<file path="config.mk">
export PLATFORM = sky130hd
export DESIGN_NAME = l1_mem_bus_arbiter
export DESIGN_NICKNAME = d
export VERILOG_FILES = /design/src/rtl/l1_mem_bus_arbiter_pkg.sv /design/src/rtl/l1_burst_counter.sv /design/src/rtl/l1_mem_bus_arbiter.sv
export SDC_FILE = /design/constraint.sdc
export NUM_CORES = 1
export LEC_CHECK = 0
export BUFFER_PORTS_ARGS = -buffer_cell sky130_fd_sc_hd__buf_2
export CAP_MARGIN = 20
export CORE_AREA = 5 5 56 58
export CTS_BUF_LIST = sky130_fd_sc_hd__clkbuf_8 sky130_fd_sc_hd__clkbuf_16
export CTS_CLUSTER_SIZE = 24
export DETAILED_ROUTE_END_ITERATION = 16
export DIE_AREA = 0 0 61 63
export PLACE_DENSITY = 0.77
export SLEW_MARGIN = 10
export SYNTH_ARGS = -nofsm -noshare
export SYNTH_HDL_FRONTEND = slang
export SYNTH_SLANG_ARGS = --single-unit
</file>
<file path="constraint.sdc">
create_clock -name clk -period 2.1 [get_ports clk]
set_clock_uncertainty 0.05 [all_clocks]
set_input_delay 0.21 -clock clk [delete_from_list [all_inputs] [get_ports clk]]
set_output_delay 0.21 -clock clk [all_outputs]
set_load 0.01 [all_outputs]
</file>
<file path="src/rtl/l1_mem_bus_arbiter_pkg.sv">
// rtl/l1_mem_bus_arbiter_pkg.sv - shared states, owner encoding and default burst length
package l1_mem_bus_arbiter_pkg;

   localparam logic [1:0] ARB_IDLE  = 2'd0;
   localparam logic [1:0] ARB_OWN_I = 2'd1;
   localparam logic [1:0] ARB_OWN_D = 2'd2;
   localparam logic [1:0] ARB_TURN  = 2'd3;

   localparam int L1_BURST_LEN = 4;

   typedef enum logic {
      OWNER_I = 1'b0,
      OWNER_D = 1'b1
   } owner_e;

endpackage

</file>
<file path="src/rtl/l1_burst_counter.sv">
// rtl/l1_burst_counter.sv - beat counter for one cache-line burst, flags the final beat
module l1_burst_counter
   import l1_mem_bus_arbiter_pkg::*;
#(
   parameter int BURST_LEN = L1_BURST_LEN
) (
   input  logic clk,
   input  logic rst_n,
   input  logic clr,
   input  logic beat,
   output logic last
);

   localparam int CW = $clog2(BURST_LEN);

   logic [CW-1:0] cnt_q, cnt_d;

   assign last = beat && (cnt_q == CW'(BURST_LEN - 1));

   // BURST_LEN is a power of two, so the natural roll-over is the wrap to 0
   always_comb begin
      cnt_d = cnt_q;
      if (clr) begin
         cnt_d = '0;
      end else if (beat) begin
         cnt_d = cnt_q + 1'b1;
      end
   end

   always_ff @(posedge clk or negedge rst_n) begin
      if (!rst_n) begin
         cnt_q <= '0;
      end else begin
         cnt_q <= cnt_d;
      end
   end

endmodule

</file>
<file path="src/rtl/l1_mem_bus_arbiter.sv">
// rtl/l1_mem_bus_arbiter.sv - shares the L1-to-memory burst bus between L1I refill and L1D
module l1_mem_bus_arbiter
   import l1_mem_bus_arbiter_pkg::*;
#(
   parameter int ADDR_W    = 32,
   parameter int BURST_LEN = L1_BURST_LEN
) (
   input  logic              clk,
   input  logic              rst_n,
   input  logic              i_req,
   input  logic [ADDR_W-1:0] i_addr,
   input  logic              d_req,
   input  logic              d_rd,
   input  logic              d_lock,
   input  logic [ADDR_W-1:0] d_addr,
   input  logic              mem_beat,
   output logic              mem_req,
   output logic              mem_rd,
   output logic [ADDR_W-1:0] mem_addr,
   output logic              i_gnt,
   output logic              d_gnt,
   output logic              i_done,
   output logic              d_done
);

   logic [1:0] state_q, state_d;
   owner_e     last_owner_q, last_owner_d;
   logic       lock_used_q, lock_used_d;
   logic       own_i, own_d, own, last;

   assign own_i = (state_q == ARB_OWN_I);
   assign own_d = (state_q == ARB_OWN_D);
   assign own   = own_i | own_d;

   l1_burst_counter #(
      .BURST_LEN(BURST_LEN)
   ) u_cnt (
      .clk  (clk),
      .rst_n(rst_n),
      .clr  (!own),
      .beat (mem_beat && own),
      .last (last)
   );

   always_comb begin
      state_d      = state_q;
      last_owner_d = last_owner_q;
      lock_used_d  = lock_used_q;
      case (state_q)
         ARB_IDLE: begin
            if (i_req && d_req) begin
               state_d = (last_owner_q == OWNER_D) ? ARB_OWN_I : ARB_OWN_D;
            end else if (i_req) begin
               state_d = ARB_OWN_I;
            end else if (d_req) begin
               state_d = ARB_OWN_D;
            end
         end
         ARB_OWN_I: begin
            if (last) begin
               state_d      = ARB_TURN;
               last_owner_d = OWNER_I;
            end
         end
         ARB_OWN_D: begin
            // only one locked follow-on burst per ownership so L1I cannot starve
            if (last) begin
               last_owner_d = OWNER_D;
               if (d_lock && !lock_used_q) begin
                  lock_used_d = 1'b1;
               end else begin
                  state_d     = ARB_TURN;
                  lock_used_d = 1'b0;
               end
            end
         end
         ARB_TURN: begin
            state_d = ARB_IDLE;
         end
         default: begin
            state_d = ARB_IDLE;
         end
      endcase
   end

   always_ff @(posedge clk or negedge rst_n) begin
      if (!rst_n) begin
         state_q      <= ARB_IDLE;
         last_owner_q <= OWNER_D;
         lock_used_q  <= 1'b0;
      end else begin
         state_q      <= state_d;
         last_owner_q <= last_owner_d;
         lock_used_q  <= lock_used_d;
      end
   end

   assign i_gnt    = own_i;
   assign d_gnt    = own_d;
   assign mem_req  = own;
   assign mem_rd   = own_i | (own_d & d_rd);
   assign mem_addr = own_i ? i_addr : (own_d ? d_addr : '0);
   assign i_done   = own_i & last;
   assign d_done   = own_d & last;

endmodule
</file>
==> out/qor.csv <==
metric,value,unit
Worst Setup End Kind,primary output,
port buffer count,108,
most frequent cells after synthesis,"32 x a22o_1, 6 x inv_1, 5 x clkbuf_1, 5 x dfrtp_1, 5 x ha_1",
LEAKAGE,0.854,nW
vias in the first global route,975,
WL per Instance,14.6,microns
power per cell area,1380,nW/um^2
later-pin clock latency in the skew report,220,ps
family with the most delay on the worst path,buffers and inverters,
max capacitance violation total,0,
Critical Path RT,1840,ps
type of origin of the critical path,register,
Hold Crit Class,input port to register,
IO Pins,109,
critical-path cell list,"inv_1, ha_1, buf_4, a22o_1, buf_2",
largest net degree at the start of global routing,23,
CTS tree,done,
"Period Utilization, post-route",0.928,
initial core utilization,0.266,
Final Hold Vio Count,0,
status,"finished, final reports clean",
Chip Width,61,microns
Via density,4.69,
# clock sinks,6,
drt total wl,3190,microns
Worst VDD drop,0.712,mV
relative slew slack,0.801,
"Avg Cell Area, Syn",8.79,sq um
setup TNS,0,ps
final routed DRC violation total,0,
Comb power frac,0.790,
core area,2620,sq um
via count,1028,
Row Count,19,
crit-path max cell delay,370,ps
Critical path buffers and inverters,3,
sw frac,0.455,
first-pass GRT wire length,4550,microns
Int Pwr,1.01,mW
Final Core Density,0.509,
DR pass1 iterations,4,
CTS root buffer,clkbuf_8,
crit path DAT,1690,ps
routability cong.,0.890,
diode count,0,
"area leader, netlist",a22o_1,
"Reg clk slew, reported paths",40,ps
Area Overhead vs Synth,91.7,%
crit-path max FO,22,
CP max-delay cell,dfrtp_1,
Yosys cell types,20,
most used standard cell by instance count after synthesis,a22o_1,
clock power share,0.094,
total gr overflow,0,
mapped cell area,694,sq um
part of the Yosys area used for sequential elements,0.218,
syn nets,155,
Final Power,1.84,mW
final number of setup-violating endpoints,0,
Slew Limit Fails,0,
top cell type's share of synthesized area,0.404,
CTS max path bufs,2,
total CTS buffers,3,
total global-route track usage,0.151,
nets,265,
number of enable flip-flop cells after synthesis,0,
# Post-CTS Setup Buffers,0,
Yosys reg bits,6,
synthesized instance count,79,
unrepaired setup endpoints after global routing,false,
sw power,0.839,mW
fmax,0.513,GHz
share of total power in sequential cells,0.115,
htree depth,1,
Die H,63,microns
die area,3840,sq um
"non-filler cells, final",219,
Worst Tran Pin Value,299,ps
Setup CP Type,register to primary output,
"top cells by area, synth","a22o_1 40%, dfrtp_1 18%, ha_1 9.0%",
Yosys Warn Count,0,
Period minus WS final,1950,ps
"Top FF cell, synth",dfrtp_1,
drt initial violations,64,
share of layout cells above drive strength 1,0.633,
Post-DP HPWL,2770,microns
final antenna-violating net count,0,
Post-synth ARST share,1.00,
antenna violations before repair,0,
DP Cell Count,214,
power groups by stage:
stage | logic (mW) | registers (mW) | clock network (mW)
3_5_place_dp | 1.46 | 0.214 | 0
6_report | 1.46 | 0.213 | 0.174
2_1_floorplan | 0.924 | 0.203 | 0
3_3_place_gp | 1.46 | 0.209 | 0
4_1_cts | 1.46 | 0.213 | 0.181
5_1_grt | 1.60 | 0.218 | 0.187
registers in the layout (all words and copies together), names as in the netlist:
signal        cells
last_owner_q      1
lock_used_q       1
state_q           2
u_cnt.cnt_q       2
through the flow:
step           hold slack, ps  area [sq um]  setup slack (ps)
2_1_floorplan            -136           694               273
4_1_cts                   231          1330               121
6_report                  230          1330               151
3_5_place_dp            -8.35          1270               239
3_3_place_gp            -4.68          1270               290
5_1_grt                   264          1330              30.8
worst register-to-register path, stage by stage (launching register included):
cell,delay [ps]
dfrtp_1,360
inv_1,90
ha_1,320
and3_2,220
nand2_1,60
a221o_1,330
mux2_4,310
path summary, 6_finish.rpt:
check | startpoint | to | slack, ps | cells past startpoint
worst min-delay path | mem_beat | u_cnt.cnt_q[0] | 230 | 3
max in group asynchronous | rst_n | last_owner_q | 1480 | 2
worst max-delay path | state_q[1] | mem_addr[5] | 150 | 5
worst max register to register | state_q[0] | state_q[0] | 240 | 6
worst min register to register | lock_used_q | lock_used_q | 430 | 2
min in group asynchronous | rst_n | u_cnt.cnt_q[0] | 290 | 2
layout by cell type (no fill, tap or decap):
cell type      instances
nor2b_2                1
xnor2_1                1
dfrtp_1                5
o211ai_1               1
and2_1                 1
mux2i_1                2
o21ai_0                4
a221o_1                1
dlygate4sd3_1          1
mux2_4                 1
a22o_1                32
nand2b_1               1
clkbuf_8               3
a21o_1                 1
and3_2                 1
nor2b_1                1
ha_1                   5
buf_4                  3
nand2_1                3
inv_1                  7
dfstp_2                1
buf_2                108
nor2_1                 3
buf_6                  1
cell type report:
class	count	area, sq um
repair buffers	113	584
multi-input cells	59	489
fillers	277	1280
inverters	6	22.5
clock buffers	3	41.3
clock inverters	1	3.75
flip-flops and latches	6	151
well taps	31	38.8
logic make-up after synthesis:
| family | after synthesis | synth area share |
|---|---|---|
| AOI/OAI and AO/OA | 39 | 0.468 |
| muxes | 3 | 0.0504 |
| adders and majority gates | 5 | 0.0901 |
| xor gates and xnor gates | 1 | 0.0126 |
| and+or+nand+nor | 11 | 0.0793 |
| buffers and inverters | 14 | 0.0811 |
| DFF | 6 | 0.218 |
what timing repair did:
action | CTS | global route
setup endpoints to repair | 0 | 8
endpoints found under the hold margin | 6 | 0
gates resized for setup | 0 | 1
hold buffers | 1 | 0
metal layers:
| layer | share of wire | track usage |
|---|---|---|
| met1 | 0.34 | 0.161 |
| met2 | 0.53 | 0.273 |
| met3 | 0.12 | 0.0434 |
| met4 | 0.012 | 0.0461 |
| met5 | 0 | 0 |
Note: power is estimated with default switching activity, not from simulation.
